### src/rtl/key_debounce_pulse.sv
// Debounces an active-low mechanical key and emits one-cycle strobes on each
// accepted press and, optionally, auto-repeat strobes while the key is held.
module key_debounce_pulse #(
  parameter int DEBOUNCE_CYCLES = 1_000_000,
  parameter int LONG_CYCLES     = 50_000_000,
  parameter int REPEAT_CYCLES   = 10_000_000,
  parameter bit REPEAT_EN       = 1'b1
) (
  input  logic sclk,
  input  logic rst,
  input  logic key_n,
  output logic key_pulse,
  output logic key_level
);

  localparam int MAX_AB     = (DEBOUNCE_CYCLES > LONG_CYCLES) ? DEBOUNCE_CYCLES : LONG_CYCLES;
  localparam int MAX_CYCLES = (MAX_AB > REPEAT_CYCLES) ? MAX_AB : REPEAT_CYCLES;
  localparam int CNT_W      = $clog2(MAX_CYCLES);

  localparam logic [CNT_W-1:0] DEB_LAST  = CNT_W'(DEBOUNCE_CYCLES - 1);
  localparam logic [CNT_W-1:0] LONG_LAST = CNT_W'(LONG_CYCLES - 1);
  localparam logic [CNT_W-1:0] REP_LAST  = CNT_W'(REPEAT_CYCLES - 1);

  typedef enum logic [2:0] {
    IDLE,
    PRESS_CHK,
    HELD,
    REPEAT,
    REL_CHK
  } state_t;

  state_t           state;
  state_t           state_nxt;
  logic [CNT_W-1:0] cnt;
  logic [CNT_W-1:0] cnt_nxt;
  logic             s1;
  logic             s2;
  logic             key_sync;
  logic             pulse_nxt;
  logic             level_nxt;

  // key_n is asynchronous; only s1 ever samples it. Reset value 1 = released.
  always_ff @(posedge sclk or posedge rst) begin
    if (rst) begin
      s1 <= 1'b1;
      s2 <= 1'b1;
    end else begin
      s1 <= key_n;
      s2 <= s1;
    end
  end

  assign key_sync = s2;

  always_ff @(posedge sclk or posedge rst) begin
    if (rst) begin
      state     <= IDLE;
      cnt       <= '0;
      key_pulse <= 1'b0;
      key_level <= 1'b0;
    end else begin
      state     <= state_nxt;
      cnt       <= cnt_nxt;
      key_pulse <= pulse_nxt;
      key_level <= level_nxt;
    end
  end

  // One shared counter times debounce, long-press and repeat intervals.
  always_comb begin
    state_nxt = state;
    cnt_nxt   = cnt;
    case (state)
      IDLE: begin
        if (!key_sync) begin
          state_nxt = PRESS_CHK;
          cnt_nxt   = '0;
        end
      end
      PRESS_CHK: begin
        if (key_sync) begin
          state_nxt = IDLE;
        end else if (cnt == DEB_LAST) begin
          state_nxt = HELD;
          cnt_nxt   = '0;
        end else begin
          cnt_nxt = cnt + 1'b1;
        end
      end
      HELD: begin
        if (key_sync) begin
          state_nxt = REL_CHK;
          cnt_nxt   = '0;
        end else if (cnt == LONG_LAST) begin
          if (REPEAT_EN) begin
            state_nxt = REPEAT;
            cnt_nxt   = '0;
          end
        end else begin
          cnt_nxt = cnt + 1'b1;
        end
      end
      REPEAT: begin
        if (key_sync) begin
          state_nxt = REL_CHK;
          cnt_nxt   = '0;
        end else if (cnt == REP_LAST) begin
          cnt_nxt = '0;
        end else begin
          cnt_nxt = cnt + 1'b1;
        end
      end
      REL_CHK: begin
        // A low glitch while releasing means still held; long-press restarts.
        if (!key_sync) begin
          state_nxt = HELD;
          cnt_nxt   = '0;
        end else if (cnt == DEB_LAST) begin
          state_nxt = IDLE;
          cnt_nxt   = '0;
        end else begin
          cnt_nxt = cnt + 1'b1;
        end
      end
      default: begin
        state_nxt = IDLE;
        cnt_nxt   = '0;
      end
    endcase
  end

  always_comb begin
    pulse_nxt = 1'b0;
    level_nxt = key_level;
    case (state)
      PRESS_CHK: begin
        if (!key_sync && cnt == DEB_LAST) begin
          pulse_nxt = 1'b1;
          level_nxt = 1'b1;
        end
      end
      HELD: begin
        if (!key_sync && REPEAT_EN && cnt == LONG_LAST) begin
          pulse_nxt = 1'b1;
        end
      end
      REPEAT: begin
        if (!key_sync && cnt == REP_LAST) begin
          pulse_nxt = 1'b1;
        end
      end
      REL_CHK: begin
        if (key_sync && cnt == DEB_LAST) begin
          level_nxt = 1'b0;
        end
      end
      default: begin
        pulse_nxt = 1'b0;
      end
    endcase
  end

  // Cycle counts below 2 would let strobes merge or counters underflow.
  always_ff @(posedge sclk) begin
    assert (DEBOUNCE_CYCLES >= 2 && LONG_CYCLES >= 2 && REPEAT_CYCLES >= 2)
      else $error("key_debounce_pulse: cycle parameters must be >= 2");
  end

endmodule

### config.mk
export PLATFORM = sky130hd
export DESIGN_NAME = key_debounce_pulse
export DESIGN_NICKNAME = d
export VERILOG_FILES = /design/src/rtl/key_debounce_pulse.sv
export SDC_FILE = /design/constraint.sdc
export NUM_CORES = 1
export LEC_CHECK = 0
export ABC_AREA = 1
export CORE_ASPECT_RATIO = 2
export CORE_MARGIN = 2
export CORE_UTILIZATION = 30
export CTS_CLUSTER_SIZE = 12
export DETAILED_ROUTE_END_ITERATION = 10
export SLEW_MARGIN = 20
export SYNTH_ARGS = -nofsm -noshare
export SYNTH_HDL_FRONTEND = slang
export SYNTH_SLANG_ARGS = --single-unit
### constraint.sdc
create_clock -name sclk -period 1.66 [get_ports sclk]
set_input_delay 0.332 -clock sclk [delete_from_list [all_inputs] [get_ports sclk]]
set_output_delay 0.332 -clock sclk [all_outputs]
set_load 0.01 [all_outputs]
==> reports/results.tsv <==
stage	metric	value	unit
final_layout	sequential cell area	830	µm²
synthesis	Synth Area per Inst	6.21	µm²
synthesis	synthesized-area fraction occupied by ao, oa, aoi and oai cells	4.84	%
grt	initial antenna violation count	0	
synthesis	Post-Synth Simple-Gate Area	46.3	%
sta	actual transition at the worst max-transition pin	0.389	ns
synthesis	Synth cell types	29	
power	Leak Pwr	1.76	nW
clock_network	number of sinks handled by clock tree synthesis	33	
final_layout	fraction of final layout cells with drive strength greater than 1	33.1	%
clock_network	worst skew pair latency	0.29	ns
grt	global-route wire length before repair	12900	µm
worst_setup_path	series of cell instances along the critical path	inv_1 > nand2_1 > nor2_1 > nand2_1 > nor2_2 > nand2_1 > nand2_1 > nand2_2 > clkinv_4 > nand3_4 > nand2_2 > inv_2	
floorplan	Core Footprint	0.00794	mm²
route	total length of routed wires	8110	µm
power	pwr/cell area	1000	mW/mm²
sta	total setup violations reported at the end of the flow	25	
sta	Rel. slew slack	73.9	%
final_layout	leading cell types in the layout, fill and taps excluded	sky130_fd_sc_hd__nand2_1, sky130_fd_sc_hd__buf_4, sky130_fd_sc_hd__nor2_1	
floorplan	Row Count	46	
clock_network	TritonCTS clock tree	built	
route	initial detailed-routing violation count	128	
sta	share of the cycle needed by the critical path after routing	106	%
power	portion of total power attributed to the clock network	27.8	%
grt	sum of overflow across all layers after global routing	0	
grt	all-layer global routing usage	19.1	%
placement	buffers added on ports	4	
floorplan	x dimension of the die	68.0	µm
sta	final slew viol count	0	
final_layout	summed area of non-filler cells in the final layout	0.00355	mm²
clock_network	Longest Clk Path Bufs	2	
sta	worst setup slack after layout	-0.106	ns
final_layout	total of fill cells in the finished design	834	
final_layout	utilization after layout	44.7	%
power	Logic pwr share	46.9	%
power	switching share of power	41.3	%
route	remaining number of nets flagged by the antenna check after routing	0	
synthesis	Yosys warning total	0	
worst_setup_path	type of element capturing the critical path	flip-flop	
synthesis	sequential element share of the synthesized area	33.7	%
synthesis	multiplexer share of the synthesized area	0	%
run	max-cap violation count	0	
clock_network	total clock buffers created by CTS	5	
floorplan	number of ports placed on the die boundary	5	
worst_setup_path	CP max FO	8	
run_status	run status	finished, violations left	
power	register share of total power	25.3	%
synthesis	XOR/XNOR Fraction of Synth Area	4.28	%
final_layout	Area growth, synth to finish	44.6	%
sta	shortest period the worst path allows	1.77	ns
synthesis	Syn Std Cell Area	0.00246	mm²
synthesis	net count of the mapped netlist	400	
grt	pin count of the biggest net entering global routing	34	
route	routed via count divided by cell count	4.86	
sta	hold violation total from the final report	0	
synthesis	number of storage elements in the synthesis netlist	33	
sta	unrepaired setup endpoints after global routing	yes	
route	count of vias placed by the detailed router	2754	
placement	HPWL after detailed placement	6030	µm
run_status	violated checks	negative setup slack	
floorplan	die area	0.00897	mm²
clock_network	total number of H-tree levels	2	
worst_setup_path	library cell contributing the largest single delay on the critical path	sky130_fd_sc_hd__dfrtp_1	
floorplan	Initial Utilization	30.9	%
worst_setup_path	peak per-stage delay on the critical path	0.41	ns
sta	Post-Route Skew	0.00493	ns
route	total iterations of the first detailed-routing run	6	
worst_setup_path	startpoint class of the critical path	flip-flop	
power	Max rail drop VDD	543	µV
clock_network	CTS clk-pin slew, worst paths	0.06	ns
worst_setup_path	most numerous cell on the critical path	sky130_fd_sc_hd__nand2_1	
worst_setup_path	critical path class	flip-flop to flip-flop	
synthesis	main combinational cell family by area after synthesis	simple AND/OR/NAND/NOR gates	
power	cell internal pwr	2.09	mW
final_layout	commonest non-fill, non-tap cell in the layout	sky130_fd_sc_hd__nand2_1	
route	DRC violation count after routing	0	
final_layout	area used by multi-input combinational logic	0.00164	mm²
worst_setup_path	signal arrival time at the worst endpoint	1.94	ns
sta	maximum frequency from static timing analysis	0.566	GHz
worst_setup_path	required time at the worst-slack endpoint	1.84	ns
route	routed length per instance	14.3	µm
synthesis	post-synthesis adder-cell area fraction	0.509	%
grt	vias in the first global route	2878	
final_layout	Net count, final	474	
placement	placed cell areas	0.00308	mm²
final_layout	antenna cells	0	
worst_hold_path	HP Class	flip-flop to flip-flop	
placement	last weighted congestion value of the routability-driven placer	0.966	
floorplan	height of the die	132	µm
synthesis	instance count of the mapped netlist	396	
clock_network	clock tree root driver cell	sky130_fd_sc_hd__clkbuf_16	
power	Net Switching	1.47	mW
layout make-up:
type	count	share of cell area, %
Tap cell	96	3.38
Clock buffer	7	4.30
Timing Repair Buffer	73	16.9
Inverter	54	5.85
Sequential cell	33	23.4
Clock inverter	1	0.141
Multi-Input combinational cell	303	46.0
metal layers:
metal	share of wire (%)	vias to the layer above	global-route usage [%]	wire (µm)
li1	-	1373	-	-
met1	34	1273	16.9	2730
met2	55	60	34.6	4470
met3	2.0	48	3.25	165
met4	9.2	0	15.8	744
met5	0	-	0	0
state kept, by name, indices dropped and copies added, names as in the netlist:
| name | cells |
|---|---|
| cnt | 26 |
| key_level | 1 |
| key_pulse | 1 |
| key_sync | 1 |
| s1 | 1 |
| state | 3 |
critical path: cells and delay by family (launching register included):
kind | cells | cell delay, ns
buffers and inverters | 3 | 0.27
flip-flops | 1 | 0.41
AND/OR/NAND/NOR | 9 | 0.99
stage by stage:
step	setup TNS [ns]	hold slack, ns	instances	worst slack (ns)	total power [mW]
2_1_floorplan	0	0.336	396	0.0211	1.76
5_1_grt	-5.02	0.363	567	-0.228	3.75
4_1_cts	-2.79	0.361	565	-0.120	3.51
3_5_place_dp	-4.02	0.350	553	-0.174	2.24
3_3_place_gp	-2.63	0.350	553	-0.125	2.22
6_report	-1.72	0.358	567	-0.106	3.56
power by group through the flow:
stage / Clock (mW) / Sequential, mW / Combinational, mW
floorplan: 0 / 0.905 / 0.857
global placement: 0 / 0.907 / 1.32
detailed placement: 0 / 0.910 / 1.33
CTS: 1.00 / 0.896 / 1.61
global route: 1.05 / 0.906 / 1.80
finish: 0.989 / 0.899 / 1.67
cells in the mapped netlist:
| master | n | area, µm² |
|---|---|---|
| sky130_fd_sc_hd__buf_4 | 2 | 15.0 |
| sky130_fd_sc_hd__o21ai_0 | 4 | 20.0 |
| sky130_fd_sc_hd__a31oi_1 | 1 | 6.26 |
| sky130_fd_sc_hd__dfstp_2 | 2 | 52.6 |
| sky130_fd_sc_hd__nor2_1 | 63 | 236 |
| sky130_fd_sc_hd__xor2_1 | 10 | 87.6 |
| sky130_fd_sc_hd__inv_1 | 41 | 154 |
| sky130_fd_sc_hd__xnor2_1 | 2 | 17.5 |
| sky130_fd_sc_hd__a211oi_1 | 1 | 7.51 |
| sky130_fd_sc_hd__ha_1 | 1 | 12.5 |
| sky130_fd_sc_hd__clkinv_1 | 1 | 3.75 |
| sky130_fd_sc_hd__a21oi_4 | 1 | 16.3 |
| sky130_fd_sc_hd__nor3_1 | 8 | 40.0 |
| sky130_fd_sc_hd__o21ai_1 | 1 | 5.00 |
| sky130_fd_sc_hd__nor2_2 | 8 | 50.1 |
| sky130_fd_sc_hd__nand3_1 | 19 | 95.1 |
| sky130_fd_sc_hd__nand2_2 | 4 | 25.0 |
| sky130_fd_sc_hd__nand3_2 | 2 | 20.0 |
| sky130_fd_sc_hd__nand2_1 | 147 | 552 |
| sky130_fd_sc_hd__a21oi_1 | 11 | 55.1 |
| sky130_fd_sc_hd__buf_2 | 5 | 25.0 |
| sky130_fd_sc_hd__o21ai_2 | 1 | 8.76 |
| sky130_fd_sc_hd__nor2_4 | 1 | 11.3 |
| sky130_fd_sc_hd__nand3b_1 | 3 | 22.5 |
| sky130_fd_sc_hd__nand2_4 | 1 | 11.3 |
| sky130_fd_sc_hd__buf_6 | 1 | 11.3 |
| sky130_fd_sc_hd__dfrtp_1 | 31 | 776 |
| sky130_fd_sc_hd__inv_2 | 12 | 45.0 |
| sky130_fd_sc_hd__nand4_1 | 12 | 75.1 |
final timing paths:
path / from / to / slack (ns) / cells after the start
worst max-delay path: cnt[16] / cnt[10] / -0.11 / 12
worst min-delay path: s1 / key_sync / 0.36 / 0
worst max register to register: cnt[16] / cnt[10] / -0.11 / 12
worst min register to register: s1 / key_sync / 0.36 / 0
max in group asynchronous: rst / key_sync / 1.02 / 3
min in group asynchronous: rst / cnt[7] / 0.39 / 3
timing repair:
action,4_1_cts,5_1_grt
pin swaps,6,25
endpoints found under the setup margin,30,31
hold buffers,0,0
setup buffers,2,2
gates resized for setup,21,55
cloned,2,0
kinds of logic after synthesis:
logic type / after synthesis
compound gates: 20
xor+xnor: 12
fa+ha+maj: 1
buf+inv: 62
flops: 33
simple gates: 268
Power figures use the tool's default switching activity.
